**src/rtl/core_mem_pkg.sv**
```systemverilog
// rtl/core_mem_pkg.sv - shared types and defaults for the RV32I memory scheduler
package core_mem_pkg;

  typedef enum logic [1:0] {PORT_NONE, PORT_LSU, PORT_FETCH, PORT_DEBUG} port_e;

  localparam int STARVE_MAX_DEFAULT = 8;
  localparam int STARVE_W           = 8;

endpackage

```
**src/rtl/core_starve_counter.sv**
```systemverilog
// rtl/core_starve_counter.sv - saturating lost-cycle counter that flags a starved requester
module core_starve_counter
  import core_mem_pkg::*;
#(
  parameter int STARVE_MAX = STARVE_MAX_DEFAULT
) (
  input  logic i_clk,
  input  logic i_rst,
  input  logic i_clk_en,
  input  logic i_waiting,
  input  logic i_granted,
  output logic o_starved
);

  localparam logic [STARVE_W-1:0] MAX_C = STARVE_W'(STARVE_MAX);

  logic [STARVE_W-1:0] cnt_q, cnt_d;

  // Dropping the request forfeits any accumulated seniority.
  always_comb begin
    cnt_d = cnt_q;
    if (i_clk_en) begin
      if (!i_waiting || i_granted) begin
        cnt_d = '0;
      end else if (cnt_q != MAX_C) begin
        cnt_d = cnt_q + 1'b1;
      end
    end
  end

  always_ff @(posedge i_clk or posedge i_rst) begin
    if (i_rst) begin
      cnt_q <= '0;
    end else begin
      cnt_q <= cnt_d;
    end
  end

  assign o_starved = (cnt_q == MAX_C);

endmodule

```
**src/rtl/core_mem_sched.sv**
```systemverilog
// rtl/core_mem_sched.sv - shares one 1-cycle-latency memory port among LSU, fetch and debug
module core_mem_sched
  import core_mem_pkg::*;
#(
  parameter int AW         = 32,
  parameter int DW         = 32,
  parameter int STARVE_MAX = STARVE_MAX_DEFAULT
) (
  input  logic            i_clk,
  input  logic            i_rst,
  input  logic            i_clk_en,
  output logic            o_stall,
  input  logic            i_fetch_req,
  output logic            o_fetch_gnt,
  input  logic [AW-1:0]   i_fetch_addr,
  output logic [DW-1:0]   o_fetch_rdata,
  output logic            o_fetch_ack,
  input  logic            i_lsu_req,
  input  logic            i_lsu_we,
  input  logic [AW-1:0]   i_lsu_addr,
  input  logic [DW/8-1:0] i_lsu_be,
  input  logic [DW-1:0]   i_lsu_wdata,
  output logic            o_lsu_gnt,
  output logic            o_lsu_ack,
  output logic [DW-1:0]   o_lsu_rdata,
  input  logic            i_dbg_req,
  input  logic            i_dbg_we,
  input  logic [AW-1:0]   i_dbg_addr,
  input  logic [DW/8-1:0] i_dbg_be,
  input  logic [DW-1:0]   i_dbg_wdata,
  output logic            o_dbg_gnt,
  output logic            o_dbg_ack,
  output logic [DW-1:0]   o_dbg_rdata,
  output logic            o_mem_en,
  output logic            o_mem_we,
  output logic [AW-1:0]   o_mem_addr,
  output logic [DW/8-1:0] o_mem_be,
  output logic [DW-1:0]   o_mem_wdata,
  input  logic [DW-1:0]   i_mem_rdata
);

  if (STARVE_MAX < 1 || STARVE_MAX > 255) begin : g_bad_starve_max
    $fatal(1, "core_mem_sched: STARVE_MAX must be in 1..255");
  end

  port_e win;
  port_e owner_q, owner_d;
  logic  rd_q, rd_d;
  logic  fetch_starved, dbg_starved;

  core_starve_counter #(.STARVE_MAX(STARVE_MAX)) u_fetch_starve (
    .i_clk     (i_clk),
    .i_rst     (i_rst),
    .i_clk_en  (i_clk_en),
    .i_waiting (i_fetch_req),
    .i_granted (o_fetch_gnt),
    .o_starved (fetch_starved)
  );

  core_starve_counter #(.STARVE_MAX(STARVE_MAX)) u_dbg_starve (
    .i_clk     (i_clk),
    .i_rst     (i_rst),
    .i_clk_en  (i_clk_en),
    .i_waiting (i_dbg_req),
    .i_granted (o_dbg_gnt),
    .o_starved (dbg_starved)
  );

  // Starved requesters jump ahead of LSU; fetch beats debug when both are starved.
  always_comb begin
    win = PORT_NONE;
    if (i_clk_en) begin
      if (i_fetch_req && fetch_starved)    win = PORT_FETCH;
      else if (i_dbg_req && dbg_starved)   win = PORT_DEBUG;
      else if (i_lsu_req)                  win = PORT_LSU;
      else if (i_fetch_req)                win = PORT_FETCH;
      else if (i_dbg_req)                  win = PORT_DEBUG;
    end
  end

  assign o_lsu_gnt   = (win == PORT_LSU);
  assign o_fetch_gnt = (win == PORT_FETCH);
  assign o_dbg_gnt   = (win == PORT_DEBUG);
  assign o_mem_en    = (win != PORT_NONE);

  always_comb begin
    o_mem_we    = 1'b0;
    o_mem_addr  = '0;
    o_mem_be    = '0;
    o_mem_wdata = '0;
    case (win)
      PORT_LSU: begin
        o_mem_we    = i_lsu_we;
        o_mem_addr  = i_lsu_addr;
        o_mem_be    = i_lsu_be;
        o_mem_wdata = i_lsu_wdata;
      end
      PORT_FETCH: begin
        o_mem_addr  = i_fetch_addr;
        o_mem_be    = '1;
      end
      PORT_DEBUG: begin
        o_mem_we    = i_dbg_we;
        o_mem_addr  = i_dbg_addr;
        o_mem_be    = i_dbg_be;
        o_mem_wdata = i_dbg_wdata;
      end
      default: ;
    endcase
  end

  assign owner_d = i_clk_en ? win : owner_q;
  assign rd_d    = i_clk_en ? (o_mem_en && !o_mem_we) : rd_q;

  always_ff @(posedge i_clk or posedge i_rst) begin
    if (i_rst) begin
      owner_q <= PORT_NONE;
      rd_q    <= 1'b0;
    end else begin
      owner_q <= owner_d;
      rd_q    <= rd_d;
    end
  end

  assign o_lsu_ack     = (owner_q == PORT_LSU);
  assign o_fetch_ack   = (owner_q == PORT_FETCH);
  assign o_dbg_ack     = (owner_q == PORT_DEBUG);
  assign o_lsu_rdata   = (o_lsu_ack && rd_q)   ? i_mem_rdata : '0;
  assign o_fetch_rdata = (o_fetch_ack && rd_q) ? i_mem_rdata : '0;
  assign o_dbg_rdata   = (o_dbg_ack && rd_q)   ? i_mem_rdata : '0;

  assign o_stall = (i_fetch_req && !o_fetch_gnt) || (i_lsu_req && !o_lsu_gnt);

endmodule

```
**config.mk**
```make
export PLATFORM = sky130hd
export DESIGN_NAME = core_mem_sched
export DESIGN_NICKNAME = d
export VERILOG_FILES = /design/src/rtl/core_mem_pkg.sv /design/src/rtl/core_starve_counter.sv /design/src/rtl/core_mem_sched.sv
export SDC_FILE = /design/constraint.sdc
export NUM_CORES = 1
export LEC_CHECK = 0
export ABC_AREA = 0
export CAP_MARGIN = 20
export CORE_AREA = 2 2 146 148
export DETAILED_ROUTE_END_ITERATION = 12
export DIE_AREA = 0 0 148 150
export SKIP_LAST_GASP = 1
export SYNTH_ARGS = -nofsm -noshare
export SYNTH_HDL_FRONTEND = slang
export SYNTH_HIERARCHICAL = 1
export SYNTH_SLANG_ARGS = --single-unit
```
**constraint.sdc**
```tcl
create_clock -name i_clk -period 3.9 [get_ports i_clk]
set_clock_uncertainty 0.2 [all_clocks]
set_input_delay 0.39 -clock i_clk [delete_from_list [all_inputs] [get_ports i_clk]]
set_output_delay 0.39 -clock i_clk [all_outputs]
set_load 0.02 [all_outputs]
```
==> flow_summary.ini, run 1 <==
[status]
outcome = finished, final reports clean

[clock_tree]
clock_latency_ps = 250
clockBufferDepth = 2
hold_buffers = 0
root_buffer = clkbuf_16
numClockSinks = 19
path_clk_slew_ps = 60
clock_tree.htree_level_count = 1
numCtsBuffers = 3
cts_tree = yes

[place]
placedCellCount = 1137
io_buffers = 380
hpwl_um = 16500
place_congestion = 0.789
dp_slack_ps = 366

[yosys]
ys_ff_latch = 19
synth_area_leaders = dfrtp_1, and3_1, nand4_1, nand2_1, o2111ai_1
synth_top_area_share_pct = 13.7
ys_async_sr_fraction_pct = 100
synth_top_area_cell = dfrtp_1
yosysSeqAreaShare_pct = 13.7
synth_edf_count = 0
synthesis.instances = 533
yosysMostFrequentCell = nand2_1
dominantRegCellSynth = dfrtp_1
syn_avg_cell_area_um2 = 6.50
synth_common_cells = nand2_1, and3_1, nand4_1
synth_area_mm2 = 0.00347
ys_types = 39
ys_warn_count = 6
synth_fp_nets = 745

[die]
dieArea_mm2 = 0.0222
die_y_um = 150
dieWidth_um = 148
core-area_mm2 = 0.0207
io_pins = 381
rows = 53
start_util_pct = 16.8

[layout]
post-route-util_pct = 36.6
finalNonFillerCells = 1141
seq_area_um2 = 475
fillers = 2180
multi_input_area_mm2 = 0.00264
nets = 1079
final_layout_size_suffix_gt1_share_pct = 4.97
n_antenna_cell = 0
area_growth_syn_to_layout_pct = 119

[timing]
min_period_over_period_pct = 97.3
fmax_ghz = 0.263
slew_violations = 0
slew-limit-headroom_pct = 66.6
whs_ps = 181
worst_pin_slew_ps = 502
hold_viol_final = 0
rsz0062_at_grt = yes
fin_ws_ps = 105
finalSetupViolCount = 0
setup_tns_ps = 0
period_needed_ps = 3800

[drt]
num_vias = 5442
drt_iter0_markers = 307
wire_per_inst_um = 18.8
via_per_inst = 4.77
totalWireLength_um = 21500
drtPass1Iterations = 4
drcViolationCount = 0
ant_nets = 0

[global_route]
grt_usage_pct = 17.5
grt_overflow_total = 0
grt_max_degree = 68
grt_pass1_wl_um = 30800
grt_pass1_vias = 5139
antenna_found_initial = 0

[setup_path]
cp.arrival_ps = 3210
cp_slowest_cell = clkdlybuf4s50_1
cp.depth = 10
path_buf_inv = 3
worstSetupStartpointType = flop
crit_family = buffers and inverters
worstPathRequired_ps = 3310
path_class = reg2out
ff2ff_setup_slack_ps = 760
worst_setup_path_end_kind = output port
worstPathMaxFanout = 32
critPathMaxStageDelay_ps = 650
path_cells = inv_1 > ha_1 > nor4b_2 > and3_2 > nand2b_1 > a21o_2 > nand2_1 > buf_4 > a21oi_1 > clkdlybuf4s50_1
worst_r2r_path_depth = 12

[power]
power_density_mw_per_mm2 = 174
ir_drop_v = 0.000192
p_leak_uw = 0.00317

[min_path]
holdCritPathClass = in2async

[flow_run]
cap_viol_max_count = 0
## repair_timing
action,4_1_cts,5_1_grt
resized for setup,0,5
setup buffers,0,0
endpoints found under the setup margin,0,32
## where the power goes
group          leakage, uW  internal, uW  switching (uW)
sequential        0.000255           209            13.0
clock            0.0000409           137            75.9
combinational      0.00288           447             439
total              0.00317           794             527
## final cells by class
class,instances,share of cell area [%]
multi-input combinational,434,34.9
clock buffer,3,0.991
timing repair buffer,395,52.6
clock inverter,1,0.0660
inverter,14,0.693
tap,275,4.54
sequential,19,6.27
## registers in the layout (all words and copies together), names as in the netlist
name and flops:
u_dbg_starve/cnt_q 8, u_fetch_starve/cnt_q 8, owner_q 2, rd_q 1
## worst paths after layout
path,from,end
hold / removal,i_rst,rd_q$_DFFE_PP0P_
min in group i_clk,u_fetch_starve/cnt_q[7]$_DFFE_PP0P_,u_fetch_starve/cnt_q[7]$_DFFE_PP0P_
hold reg to reg,u_fetch_starve/cnt_q[7]$_DFFE_PP0P_,u_fetch_starve/cnt_q[7]$_DFFE_PP0P_
setup reg to reg,u_dbg_starve/cnt_q[0]$_DFFE_PP0P_,u_dbg_starve/cnt_q[4]$_DFFE_PP0P_
max in group asynchronous,i_rst,u_dbg_starve/cnt_q[7]$_DFFE_PP0P_
setup / recovery,u_dbg_starve/cnt_q[0]$_DFFE_PP0P_,o_mem_wdata[3]
## stage by stage
| step | instance area (um^2) | power [uW] |
|---|---|---|
| finish | 7580 | 1320 |
| CTS | 7570 | 1330 |
| detailed placement | 7490 | 1110 |
| floorplan | 3470 | 604 |
| global route | 7580 | 1400 |
| global placement | 7490 | 1110 |
## layer usage
layer / GRT usage, % / up-vias / routed length (um)
met4: 5.86 / 0 / 721
met2: 29.5 / 256 / 10300
met1: 22.1 / 2504 / 8730
li1: - / 2660 / -
met3: 3.87 / 22 / 1660
met5: 0 / - / 0
## kinds of logic (layout without fill, tap and decap cells)
family	count (synthesis)	count (layout)	share of synthesized area, %
AND/OR/NAND/NOR	316	316	49.7
adder cells (fa/ha/maj)	4	4	1.44
flip-flops	19	19	13.7
buffers and inverters	80	413	11.0
multiplexers	6	6	2.02
AO/OA/AOI/OAI	108	108	22.1
## cell usage in the layout (no fill, tap or decap), drive strengths merged, types with 3 or more instances in the layout
cell type	n
nor3	3
a21o	5
and2	34
nand2	77
clkbuf	3
nand4	67
nor2b	3
nor2	15
buf	20
a21oi	37
and3	71
dlymetal6s2s	3
nand2b	3
nand3	38
a22o	6
o2111ai	32
o41ai	4
o21ai	13
mux2i	4
ha	4
clkdlybuf4s50	372
dfrtp	19
inv	14
## worst register-to-register path: cells and delay by family, from the launching register on
kind,cells,cell delay [ps]
AO/OA/AOI/OAI,3,690
adder cells (fa/ha/maj),1,140
buffers and inverters,2,290
flip-flops,1,420
AND/OR/NAND/NOR,6,1280
No activity file was read; power rests on OpenSTA's default activity.
==> inputs of run 2 (changes only) <==
CELL_PAD_IN_SITES_DETAIL_PLACEMENT = 1   (was unset)
CELL_PAD_IN_SITES_GLOBAL_PLACEMENT = 1   (was unset)
CORE_AREA = 2 2 148 150   (was 2 2 146 148)
DIE_AREA = 0 0 150 152   (was 0 0 148 150)
PLACE_DENSITY_LB_ADDON = 0.1   (was unset)
RECOVER_POWER = 50   (was unset)
SYNTH_HIERARCHICAL = unset   (was 1)
==> flow_summary.ini, run 2 <==
[timing]
period_needed_ps = 3580
setup_tns_ps = 0
worst_pin_slew_ps = 1180
fmax_ghz = 0.279
slew_violations = 0
hold_viol_final = 0
whs_ps = 290
rsz0062_at_grt = no
slew-limit-headroom_pct = 20.9
min_period_over_period_pct = 91.9
finalSetupViolCount = 0

[yosys]
synth-xor-area-share_pct = 1.12
syn_avg_cell_area_um2 = 6.17
yosysMostFrequentCell = nand2_1
synth_area_leaders = dfrtp_1, nand2_1, and2_1, a21oi_1, and3_1
synthesis.instances = 508
synth_top_area_share_pct = 15.2
synth-compound-area-share_pct = 25.4
ys_warn_count = 0
synth_edf_count = 0
ys_async_sr_fraction_pct = 100
synth_fp_nets = 720
synth_area_mm2 = 0.00313
synth_top_family_by_area = simple AND/OR/NAND/NOR gates
yosysSeqAreaShare_pct = 15.2
synth_top_area_cell = dfrtp_1
synthSimpleGateAreaFrac_pct = 45.9
ys_ff_latch = 19
synth_mux_area_share_pct = 0.998
ys_types = 47
dominantRegCellSynth = dfrtp_1
synth_common_cells = nand2_1, a21oi_1, and2_1
synthAdderAreaFrac_pct = 1.60

[setup_path]
ff2ff_setup_slack_ps = 1110
cp_slowest_cell = clkdlybuf4s50_1
worstSetupStartpointType = flop
worstPathRequired_ps = 3310
worstReg2RegEnd = u_dbg_starve.cnt_q[7]$_DFFE_PP0P_
critPathMaxStageDelay_ps = 640
path_buf_inv = 2
path_cells = or4b_1 > nor2_2 > o311a_2 > buf_12 > nand2_1 > a31oi_1 > clkdlybuf4s50_1
worstPathMaxFanout = 45
crit_start = u_dbg_starve.cnt_q[2]$_DFFE_PP0P_
worst_r2r_path_depth = 5
crit_family = simple AND/OR/NAND/NOR gates
endpoint = o_mem_addr[14]
cp.depth = 7
path_class = reg2out
r2r_start = u_dbg_starve.cnt_q[2]$_DFFE_PP0P_
cp.arrival_ps = 2990
worst_setup_path_end_kind = output port

[clock_tree]
path_clk_slew_ps = 50
clockBufferDepth = 2
clock_tree.htree_level_count = 1
numCtsBuffers = 3
root_buffer = clkbuf_16
numClockSinks = 19
clock_latency_ps = 250
cts_tree = yes

[layout]
stdcell_area_mm2 = 0.00727
multi_input_area_mm2 = 0.00238
layout_common_cells = clkdlybuf4s50_1, nand2_1, a21oi_1
final_layout_size_suffix_gt1_share_pct = 3.28
finalNonFillerCells = 1136
nets = 1067
seq_area_um2 = 475
area_growth_syn_to_layout_pct = 132
fillers = 2616
reg.largest.list = u_dbg_starve.cnt_q (8), u_fetch_starve.cnt_q (8), owner_q (2)
final_common_cell = clkdlybuf4s50_1

[power]
ir_drop_v = 0.000117
power_density_mw_per_mm2 = 221
combPwrFrac_pct = 71.8
power.switching_uw = 688
pwr-share-seq_pct = 15.1
switching_share_pct = 42.7
p_total_uw = 1610
p_leak_uw = 0.00300
pwr-share-clk_pct = 13.2
power.internal_uw = 922

[drt]
drcViolationCount = 0
drtPass1Iterations = 4
totalWireLength_um = 22300
via_per_inst = 4.46
wire_per_inst_um = 19.6
num_vias = 5069
drt_iter0_markers = 167
ant_nets = 0

[global_route]
grt_pass1_wl_um = 32500
grt_usage_pct = 18.3
grt_max_degree = 57
grt_pass1_vias = 5316
antenna_found_initial = 3
grt_overflow_total = 0

[die]
rows = 54
core-area_mm2 = 0.0214
start_util_pct = 14.7
die_y_um = 152
io_pins = 381
dieArea_mm2 = 0.0228
dieWidth_um = 150

[flow_run]
cap_viol_max_count = 0

[place]
hpwl_um = 18400
place_congestion = 0.922
io_buffers = 380
placedCellCount = 1130
dpl_cell_area_mm2 = 0.00720

[status]
outcome = finished, final reports clean

[min_path]
holdCritPathClass = in2reg
[run 2: cell count changes after synthesis, moves of 31 or more]
cell       previous run  this run
nand4_1              67         1
and2_1               34        65
o2111ai_1            32         0
nand2_1              77       109
and3_1               71        36
a21oi_1              36        70
[run 2: layout make-up]
type / instances / area share, %
antenna: 2 / 0.0688
sequential: 19 / 6.54
multi-input combinational: 429 / 32.7
clock buffer: 4 / 1.08
tap: 280 / 4.82
timing repair buffer: 392 / 54.3
inverter: 10 / 0.516
[run 2: stage by stage]
step	setup slack, ps	utilization [%]
floorplan	1250	-
global placement	372	33.7
detailed placement	364	33.7
CTS	210	34.1
global route	59.2	34.1
finish	316	34.1
[run 2: power by group through the flow]
stage | Sequential [uW] | Clock, uW | Combinational [uW]
floorplan | 240 | 0 | 540
global placement | 244 | 0 | 1170
detailed placement | 246 | 0 | 1190
CTS | 243 | 220 | 1190
global route | 247 | 228 | 1240
finish | 243 | 212 | 1160
[run 2: what timing repair did]
item                                    CTS  global route
hold buffers                              0             0
gates resized for setup                   0             2
endpoints found under the setup margin    0             6
setup buffers                             0             0
[run 2: per-layer routing]
layer | track usage [%] | vias up | wire length (um)
met2 | 34.3 | 224 | 11400
met5 | 0 | - | 13
met3 | 4.89 | 26 | 1830
met4 | 5.12 | 2 | 631
li1 | - | 2458 | -
met1 | 19.9 | 2359 | 8410
[run 2: logic make-up after synthesis]
kind of cell             Yosys count
AND/OR/NAND/NOR                  284
AO/OA/AOI/OAI                    134
buffers and inverters             60
flip-flops                        19
XOR/XNOR                           4
adder cells (fa/ha/maj)            4
multiplexers                       3
[run 2: worst min path at each step]
| stage | start | slack, ps | depth (start not counted) | end |
|---|---|---|---|---|
| floorplan | i_rst | 140 | 1 | owner_q[0]$_DFFE_PP0P_ |
| global placement | u_dbg_starve.cnt_q[7]$_DFFE_PP0P_ | 310 | 2 | u_dbg_starve.cnt_q[7]$_DFFE_PP0P_ |
| detailed placement | u_dbg_starve.cnt_q[7]$_DFFE_PP0P_ | 350 | 2 | u_dbg_starve.cnt_q[7]$_DFFE_PP0P_ |
| CTS | i_clk_en | 290 | 2 | owner_q[1]$_DFFE_PP0P_ |
| global route | i_clk_en | 310 | 2 | owner_q[1]$_DFFE_PP0P_ |
| finish | i_clk_en | 290 | 2 | owner_q[1]$_DFFE_PP0P_ |
